File: src/rtl/mem_writeback.sv
// -----------------------------------------------------------------------------
// mem_writeback
//
// Stage that follows execute. It issues data-memory reads, aligns and extends
// the returning load data, forms set-on-compare and upper-immediate results,
// and drives the register-file write port. It also resolves branches, emits a
// one-cycle fetch redirect and squashes the instructions in the branch shadow.
// Every instruction takes exactly DM_LATENCY+1 cycles from input to writeback.
// The stage never stalls.
//
// Ports
//   clk              rising-edge clock
//   rst              synchronous reset, active low
//   p_i              execute result {P[47], P[35:0]}
//   regwrite_i       write result to the register file
//   regwriteui_i     upper-immediate write
//   sr_i             set-on-compare write
//   regfile_addr_i   destination register
//   dm_re_i          load
//   cmpsel_i         compare flag source (0 signed, 1 unsigned)
//   loadtype_i       load size / sign
//   branchen_i       branch instruction
//   branchtype_i     branch condition
//   branchtarget_i   branch target PC
//   dm_rdata_i       data-memory read word
//   dm_re_o          data-memory read enable
//   dm_addr_o        data-memory word address
//   wb_en_o          register-file write enable
//   wb_addr_o        register-file write address
//   wb_data_o        register-file write data
//   branch_taken_o   one-cycle redirect pulse
//   branch_target_o  redirect PC
// -----------------------------------------------------------------------------
module mem_writeback #(
  parameter int DM_ADDR_WIDTH  = 10,
  parameter int DM_LATENCY     = 2,
  parameter int BRANCH_SHADOW  = 2,
  parameter int REG_ADDR_WIDTH = 5,
  localparam int DATA_WIDTH    = 32
) (
  input  logic                      clk,
  input  logic                      rst,
  input  logic [36:0]               p_i,
  input  logic                      regwrite_i,
  input  logic                      regwriteui_i,
  input  logic                      sr_i,
  input  logic [REG_ADDR_WIDTH-1:0] regfile_addr_i,
  input  logic                      dm_re_i,
  input  logic                      cmpsel_i,
  input  logic [2:0]                loadtype_i,
  input  logic                      branchen_i,
  input  logic [2:0]                branchtype_i,
  input  logic [15:0]               branchtarget_i,
  input  logic [31:0]               dm_rdata_i,
  output logic                      dm_re_o,
  output logic [DM_ADDR_WIDTH-1:0]  dm_addr_o,
  output logic                      wb_en_o,
  output logic [REG_ADDR_WIDTH-1:0] wb_addr_o,
  output logic [DATA_WIDTH-1:0]     wb_data_o,
  output logic                      branch_taken_o,
  output logic [15:0]               branch_target_o
);

  localparam int SQ_W = (BRANCH_SHADOW < 1) ? 1 : $clog2(BRANCH_SHADOW + 1);

  // One in-flight instruction. The non-load result is formed at issue so only
  // the load path has to wait for the memory word.
  typedef struct packed {
    logic                      wen;
    logic                      ld;
    logic [REG_ADDR_WIDTH-1:0] addr;
    logic [1:0]                off;
    logic [2:0]                ltype;
    logic [31:0]               alu;
  } entry_t;

  entry_t                    pipe_q [DM_LATENCY];
  entry_t                    entry_d;
  entry_t                    last;
  logic [SQ_W-1:0]           sq_cnt_q, sq_cnt_d;
  logic                      wb_en_q, wb_en_d;
  logic [REG_ADDR_WIDTH-1:0] wb_addr_q, wb_addr_d;
  logic [DATA_WIDTH-1:0]     wb_data_q, wb_data_d;
  logic                      br_taken_q, br_taken_d;
  logic [15:0]               br_target_q, br_target_d;

  logic squash;
  logic zero;
  logic neg;
  logic cond;
  logic taken;
  logic rw_eff;
  logic re_eff;
  logic br_eff;

  // P[35:33] carry no meaning for this stage.
  logic unused_p;
  assign unused_p = ^p_i[35:33];

  // Little-endian lane select and extension of the returned memory word.
  // Halfwords use offset[1]; bytes use the full two-bit offset.
  function automatic logic [31:0] align_load(input logic [31:0] word,
                                             input logic [1:0]  off,
                                             input logic [2:0]  ltype);
    logic [15:0] half;
    logic [7:0]  byte_v;
    logic [31:0] res;
    half   = off[1] ? word[31:16] : word[15:0];
    byte_v = word[{off, 3'b000} +: 8];
    case (ltype)
      3'b001:  res = {{16{half[15]}}, half};
      3'b010:  res = {16'h0000, half};
      3'b011:  res = {{24{byte_v[7]}}, byte_v};
      3'b100:  res = {24'h000000, byte_v};
      default: res = word;
    endcase
    return res;
  endfunction

  always_comb begin
    squash = (sq_cnt_q != '0);
    rw_eff = regwrite_i & ~squash;
    re_eff = dm_re_i & ~squash;
    br_eff = branchen_i & ~squash;

    zero = (p_i[31:0] == 32'd0);
    neg  = cmpsel_i ? ~p_i[32] : p_i[36];

    case (branchtype_i)
      3'b000:  cond = zero;
      3'b001:  cond = ~zero;
      3'b010:  cond = neg;
      3'b011:  cond = ~neg;
      3'b100:  cond = 1'b1;
      default: cond = 1'b0;
    endcase
    taken = br_eff & cond;

    entry_d       = '0;
    entry_d.wen   = rw_eff;
    entry_d.ld    = re_eff;
    entry_d.addr  = regfile_addr_i;
    entry_d.off   = p_i[1:0];
    entry_d.ltype = loadtype_i;
    if (regwriteui_i)
      entry_d.alu = {p_i[15:0], 16'h0000};
    else if (sr_i)
      entry_d.alu = {31'b0, neg};
    else
      entry_d.alu = p_i[31:0];

    // A branch inside the shadow is already squashed, so it cannot reload.
    if (taken)
      sq_cnt_d = SQ_W'(BRANCH_SHADOW);
    else if (squash)
      sq_cnt_d = sq_cnt_q - SQ_W'(1);
    else
      sq_cnt_d = sq_cnt_q;

    br_taken_d  = taken;
    br_target_d = taken ? branchtarget_i : br_target_q;

    // The oldest entry meets its memory word in this cycle.
    last      = pipe_q[DM_LATENCY-1];
    wb_en_d   = last.wen;
    wb_addr_d = last.addr;
    wb_data_d = last.ld ? align_load(dm_rdata_i, last.off, last.ltype) : last.alu;
  end

  // ---- issue -> memory-latency pipe -> writeback register ----
  always_ff @(posedge clk) begin
    if (!rst) begin
      for (int k = 0; k < DM_LATENCY; k++) pipe_q[k] <= '0;
      sq_cnt_q    <= '0;
      wb_en_q     <= 1'b0;
      wb_addr_q   <= '0;
      wb_data_q   <= '0;
      br_taken_q  <= 1'b0;
      br_target_q <= '0;
    end else begin
      pipe_q[0] <= entry_d;
      for (int k = 1; k < DM_LATENCY; k++) pipe_q[k] <= pipe_q[k-1];
      sq_cnt_q    <= sq_cnt_d;
      wb_en_q     <= wb_en_d;
      wb_addr_q   <= wb_addr_d;
      wb_data_q   <= wb_data_d;
      br_taken_q  <= br_taken_d;
      br_target_q <= br_target_d;
    end
  end

  assign dm_re_o         = re_eff;
  assign dm_addr_o       = p_i[DM_ADDR_WIDTH+1:2];
  assign wb_en_o         = wb_en_q;
  assign wb_addr_o       = wb_addr_q;
  assign wb_data_o       = wb_data_q;
  assign branch_taken_o  = br_taken_q;
  assign branch_target_o = br_target_q;

endmodule

File: config.mk
export PLATFORM = sky130hd
export DESIGN_NAME = mem_writeback
export DESIGN_NICKNAME = d
export VERILOG_FILES = /design/src/rtl/mem_writeback.sv
export SDC_FILE = /design/constraint.sdc
export NUM_CORES = 1
export LEC_CHECK = 0
export ABC_AREA = 1
export CORE_UTILIZATION = 47
export CTS_CLUSTER_DIAMETER = 40
export CTS_CLUSTER_SIZE = 28
export DETAILED_ROUTE_END_ITERATION = 8
export GPL_TIMING_DRIVEN = 1
export HOLD_SLACK_MARGIN = 0.02
export PLACE_DENSITY = 0.9
export SYNTH_ARGS = -nofsm -noshare
export SYNTH_HDL_FRONTEND = slang
export SYNTH_SLANG_ARGS = --single-unit
File: constraint.sdc
create_clock -name clk -period 2.16 [get_ports clk]
set_clock_uncertainty 0.2 [all_clocks]
set_input_delay 0.648 -clock clk [delete_from_list [all_inputs] [get_ports clk]]
set_output_delay 0.648 -clock clk [all_outputs]
set_load 0.05 [all_outputs]
Yosys cells after proc, flatten, opt, wreduce, memory -nomap -nowiden
Memories as Yosys holds them, arrays and structs flattened.
Index checks and enable logic that the tools add are counted.
- logic and storage cells: 47
- bits of input ports: 104
- memories: 1
- bits in writable memories: 88
- register bits: 57
- output and inout bits: 66
- memories (memory ; depth ; width ; read ports ; clocked after Yosys merged registers in ; write ports ; RTL line ; text):
    pipe_q ; 2 ; 44 ; 2 ; 0 ; 2 ; 77 ; entry_t pipe_q [DM_LATENCY];
- reductions and logical operators: 5
- muxes and demuxes: 13
- shift operators: 1
- bitwise gates (word level): 11
- add/subtract/negate cells: 1
- equality and inequality tests: 8
- operators with widths (kind ; count):
    $pmux W32 S4 ; 1
    $mux W32 ; 3
    $mux W44 ; 2
    $logic_not A32 Y1 ; 1
    $shiftx A32 B6 Y8 ; 1
    $mux W16 ; 1
    $eq A3 B2 Y1 const B ; 4
    $eq A3 B1 Y1 const B ; 2
    $eq A3 B3 Y1 const B ; 2
    $not A1 Y1 ; 5
    $pmux W1 S5 ; 1
    $and A1 B1 Y1 ; 4
    $mux W2 ; 2
    $reduce_bool A2 Y1 ; 2
    $logic_not A3 Y1 ; 1
    $mux W1 ; 3
    $or A1 B1 Y1 ; 2
    $reduce_or A2 Y1 ; 1
    $sub A2 B1 Y2 const B ; 1

Logic depth before layout (Yosys ltp)
Gate-level depths: netlist of the first run.
- depth in word-level cells: 6
- gate-level depth with buffers: 11
- mapped depth without buffers: 10

Worst setup path after synthesis of the first run
OpenSTA, ideal clock, no wires.
- kind: input to output
- start point: input dm_re_i
- end point: output dm_re_o
- arrival: 1.338 ns
- data required time: 1.312 ns
- buffers on the path: 0
- setup slack: -0.026 ns
- stages: 2
- cells stage by stage: inv_1 > nor2_1
- word-level cells in the longest chain between the ends: 1
- ends and longest elaborated chain (item ; RTL line ; text):
    start, declared ; 48 ; input logic dm_re_i,
    $and A1 B1 Y1 ; 123 ; re_eff = dm_re_i & ~squash;
    end, declared ; 55 ; output logic dm_re_o,
Every way passes these cells.

Worst setup path after layout of the first run
- start point: register sq_cnt_q[0]
- end point: output dm_re_o
- word-level cells in the longest chain between the ends: 3
- ends and longest elaborated chain (item ; RTL line ; text):
    start, declared ; 80 ; logic [SQ_W-1:0] sq_cnt_q, sq_cnt_d;
    start signal, assigned ; 183 ; sq_cnt_q <= sq_cnt_d;
    $reduce_bool A2 Y1 ; 121 ; squash = (sq_cnt_q != '0);
    $not A1 Y1 ; 123 ;
    $and A1 B1 Y1 ; 123 ;
Every way passes these cells.

==> flow_metrics.tcl, run 1 <==
set metrics [dict create \
    fin_nets 1083 \
    worstMarginPinSlew_ns 0.469 \
    synth_area_leader_cell "dfxtp_1" \
    seq_area_frac_synth 0.499 \
    cts_tree "built" \
    dp.cells 1132 \
    async_flop_share 0 \
    coreArea_mm2 0.0121 \
    dr_total_vias 5488 \
    fin_util 0.699 \
    relSlewSlack 0.687 \
    cts_root_buf "clkbuf_16" \
    grt_overflow 0 \
    layout.cells.non_filler 1157 \
    switching_power_mw 1.66 \
    fmax_ghz 0.483 \
    p_seq_frac 0.407 \
    hold_viol_final 0 \
    die_w_um 113 \
    postSynthAreaPerCell_um2 7.31 \
    ys_ff_latch 145 \
    slowest_delay_ns 0.33 \
    muxShareOfSynthArea 0 \
    worst-path-buf-inv 2 \
    die_area_mm2 0.0128 \
    synth_fa_ha_area_frac 0 \
    crit_required_ns 1.31 \
    cts.path.max_buffers 2 \
    area_growth_pct 45.0 \
    crit_arrival_ns 1.22 \
    powerDensity_mw_per_mm2 824 \
    wl_met3_mm 1.18 \
    htreeDepth 4 \
    place_congestion 0.930 \
    sw_frac_of_total 0.239 \
    top_layer_used "met5" \
    end_kind "output port" \
    cp_slowest_cell "dfxtp_1" \
    synth_cell_type_count 27 \
    run_status "completed" \
    critical_path_class "flip-flop to output port" \
    grt_max_degree 52 \
    cts.sinks 145 \
    die_h_um 113 \
    grt_antenna_before_repair 1 \
    synth-edff-count 0 \
    ys_dominant_reg_cell "dfxtp_1" \
    yosys_warnings 0 \
    fill_cells 928 \
    critPathMaxFanout 3 \
    firstDrtPassIters 5 \
    drive_gt1_frac 0.169 \
    maxCapViolCount 0 \
    met2_wirelength_mm 6.87 \
    initial_utilization 0.482 \
    p_leak_nw 4.43 \
    synth_compound_gate_area_share 0.113 \
    ctsHoldBuffers 0 \
    syn_area_mm2 0.00582 \
    cts_buffers 17 \
    startpoint_type "flip-flop" \
    drcViolationCount 0 \
    drt_iter0_drc 457 \
    ant_nets 0 \
    p_clk_frac 0.444 \
    fin_worst_hold_slack_ns 0.206 \
    io_pins 170 \
    fp-row-count 40 \
    io_buffers 166 \
    rsz0062_at_grt "yes" \
    drv_slew 0 \
    layout_min_cycle_time_ns 2.07 \
    syn_inst 796 \
    ys_top_cells_by_area "dfxtp_1 (50%), nand2_1 (10%), inv_1 (9.3%), nor2_1 (7.5%), o21ai_0 (5.4%)" \
    synth_xor_area_frac 0 \
    synth_fp_nets 900 \
    wl_met1_mm 6.13 \
    num_antenna_cells 0 \
    yosysTopAreaCellShare 0.499 \
    synthSimpleGateAreaFrac 0.249 \
    max-vdd-ir-drop_mv 0.538 \
    min_path_type "flip-flop to flip-flop" \
    wire_per_inst_um 12.5 \
    grt_pass1_wl_mm 23.2 \
    dp_hpwl_mm 10.7 \
    grt_pass1_vias 4940 \
    crit_chain "nor2_2 -> inv_1 -> nor2_4 -> buf_12" \
    internal_power_mw 5.29 \
    power_frac_comb 0.148 \
    critPathTopFamily "flip-flops" \
    path_clk_slew_ns 0.05 \
    synth_top_family_by_area "simple AND/OR/NAND/NOR gates" \
    report.final.setup_viol 0 \
    grt_usage 0.229 \
    clock_latency_ns 0.40 \
    totalWireLength_mm 14.5 \
    viasPerCell 4.74 \
    finalCritPeriodShare 0.959 \
]
-- worst reg2reg max path: cells and delay by family, from the launching register on --
| kind | cells | cell delay [ns] |
|---|---|---|
| compound gates | 3 | 0.34 |
| buf+inv | 3 | 0.65 |
| simple gates | 2 | 0.16 |
| flops | 1 | 0.42 |
-- state kept, by name (all words and copies together), names as in the netlist --
register         cells
branch_taken_o       1
branch_target_o     16
wb_data_o           32
wb_en_o              1
pipe_q              88
wb_addr_o            5
sq_cnt_q             2
-- cell families (layout without fill, tap and decap cells) --
group / after synthesis / after routing
flops: 145 / 145
buf+inv: 194 / 387
simple gates: 343 / 343
compound gates: 114 / 114
-- through the flow --
stage               area, µm²  TNS, ns  setup WS [ns]  total power [mW]
finish                   8430        0         0.0881              6.95
global route             8430  -0.0565        -0.0197              7.20
CTS                      8410        0         0.0293              6.98
detailed placement       7810   -12.44         -0.345              3.91
global placement         7810   -10.80         -0.308              3.89
floorplan                5820        0          0.193              3.44
-- per-layer routing --
metal  up-vias  track usage
li1       2795            -
met1      2403        0.286
met2       256        0.380
met3        32       0.0611
met4         2       0.0807
met5         -            0
-- worst paths after layout --
| kind | cells past startpoint | from | to | slack, ns |
|---|---|---|---|---|
| max | 4 | sq_cnt_q[0] | dm_re_o | 0.09 |
| min | 2 | pipe_q[0][83] | wb_addr_o[2] | 0.21 |
| max reg2reg | 8 | pipe_q[0][80] | wb_data_o[4] | 0.30 |
| min reg2reg | 2 | pipe_q[0][83] | wb_addr_o[2] | 0.21 |
-- synthesized netlist by cell type (2+ instances only) --
master / n
o21ai_1: 17
o211ai_1: 16
inv_1: 144
clkbuf_1: 24
a21oi_1: 6
a31o_2: 3
nor2_1: 116
buf_2: 7
nand2_2: 2
nand4_1: 16
nor3_1: 4
buf_4: 11
nand2_1: 155
o21ai_0: 63
buf_6: 4
o21ai_2: 8
dfxtp_1: 145
nand2_4: 3
nand3_1: 42
inv_2: 3
-- cell usage in the layout (no fill, tap or decap), types with 4 or more instances in the layout --
master	instances
a21oi_1	6
buf_12	14
buf_4	92
buf_6	6
bufinv_16	5
clkbuf_16	17
clkdlybuf4s50_1	88
dfxtp_1	145
dlygate4sd2_1	11
inv_1	143
inv_2	4
nand2_1	155
nand3_1	42
nand4_1	16
nor2_1	114
nor3_1	4
o211ai_1	16
o21ai_0	63
o21ai_1	17
o21ai_2	8
-- power groups by stage --
stage / logic, mW / clock network, mW / registers (mW)
2_1_floorplan: 0.405 / 0 / 3.04
3_3_place_gp: 1.01 / 0 / 2.88
3_5_place_dp: 1.02 / 0 / 2.89
4_1_cts: 1.02 / 3.12 / 2.83
5_1_grt: 1.11 / 3.24 / 2.84
6_report: 1.03 / 3.09 / 2.83
-- final cells by class --
type,instances,area (µm²),share of cell area
clock buffers,19,443,0.0525
clock inverters,10,185,0.0220
inverters,147,552,0.0654
multi-input cells,457,2120,0.252
flip-flops and latches,145,2900,0.344
well taps,168,210,0.0249
repair buffers,211,2020,0.239
-- timing repair --
action                     CTS  global route
pin swaps                    1             6
setup buffers                0             1
setup endpoints to repair   11            15
resized for setup           19             2
Note: power is estimated with default switching activity, not from simulation.
==> inputs of run 2 (changes only) <==
Settings changed: CAP_MARGIN set to 20.
==> results of run 2 <==
Final layout, timing and power as in run 1 (identical DEF).
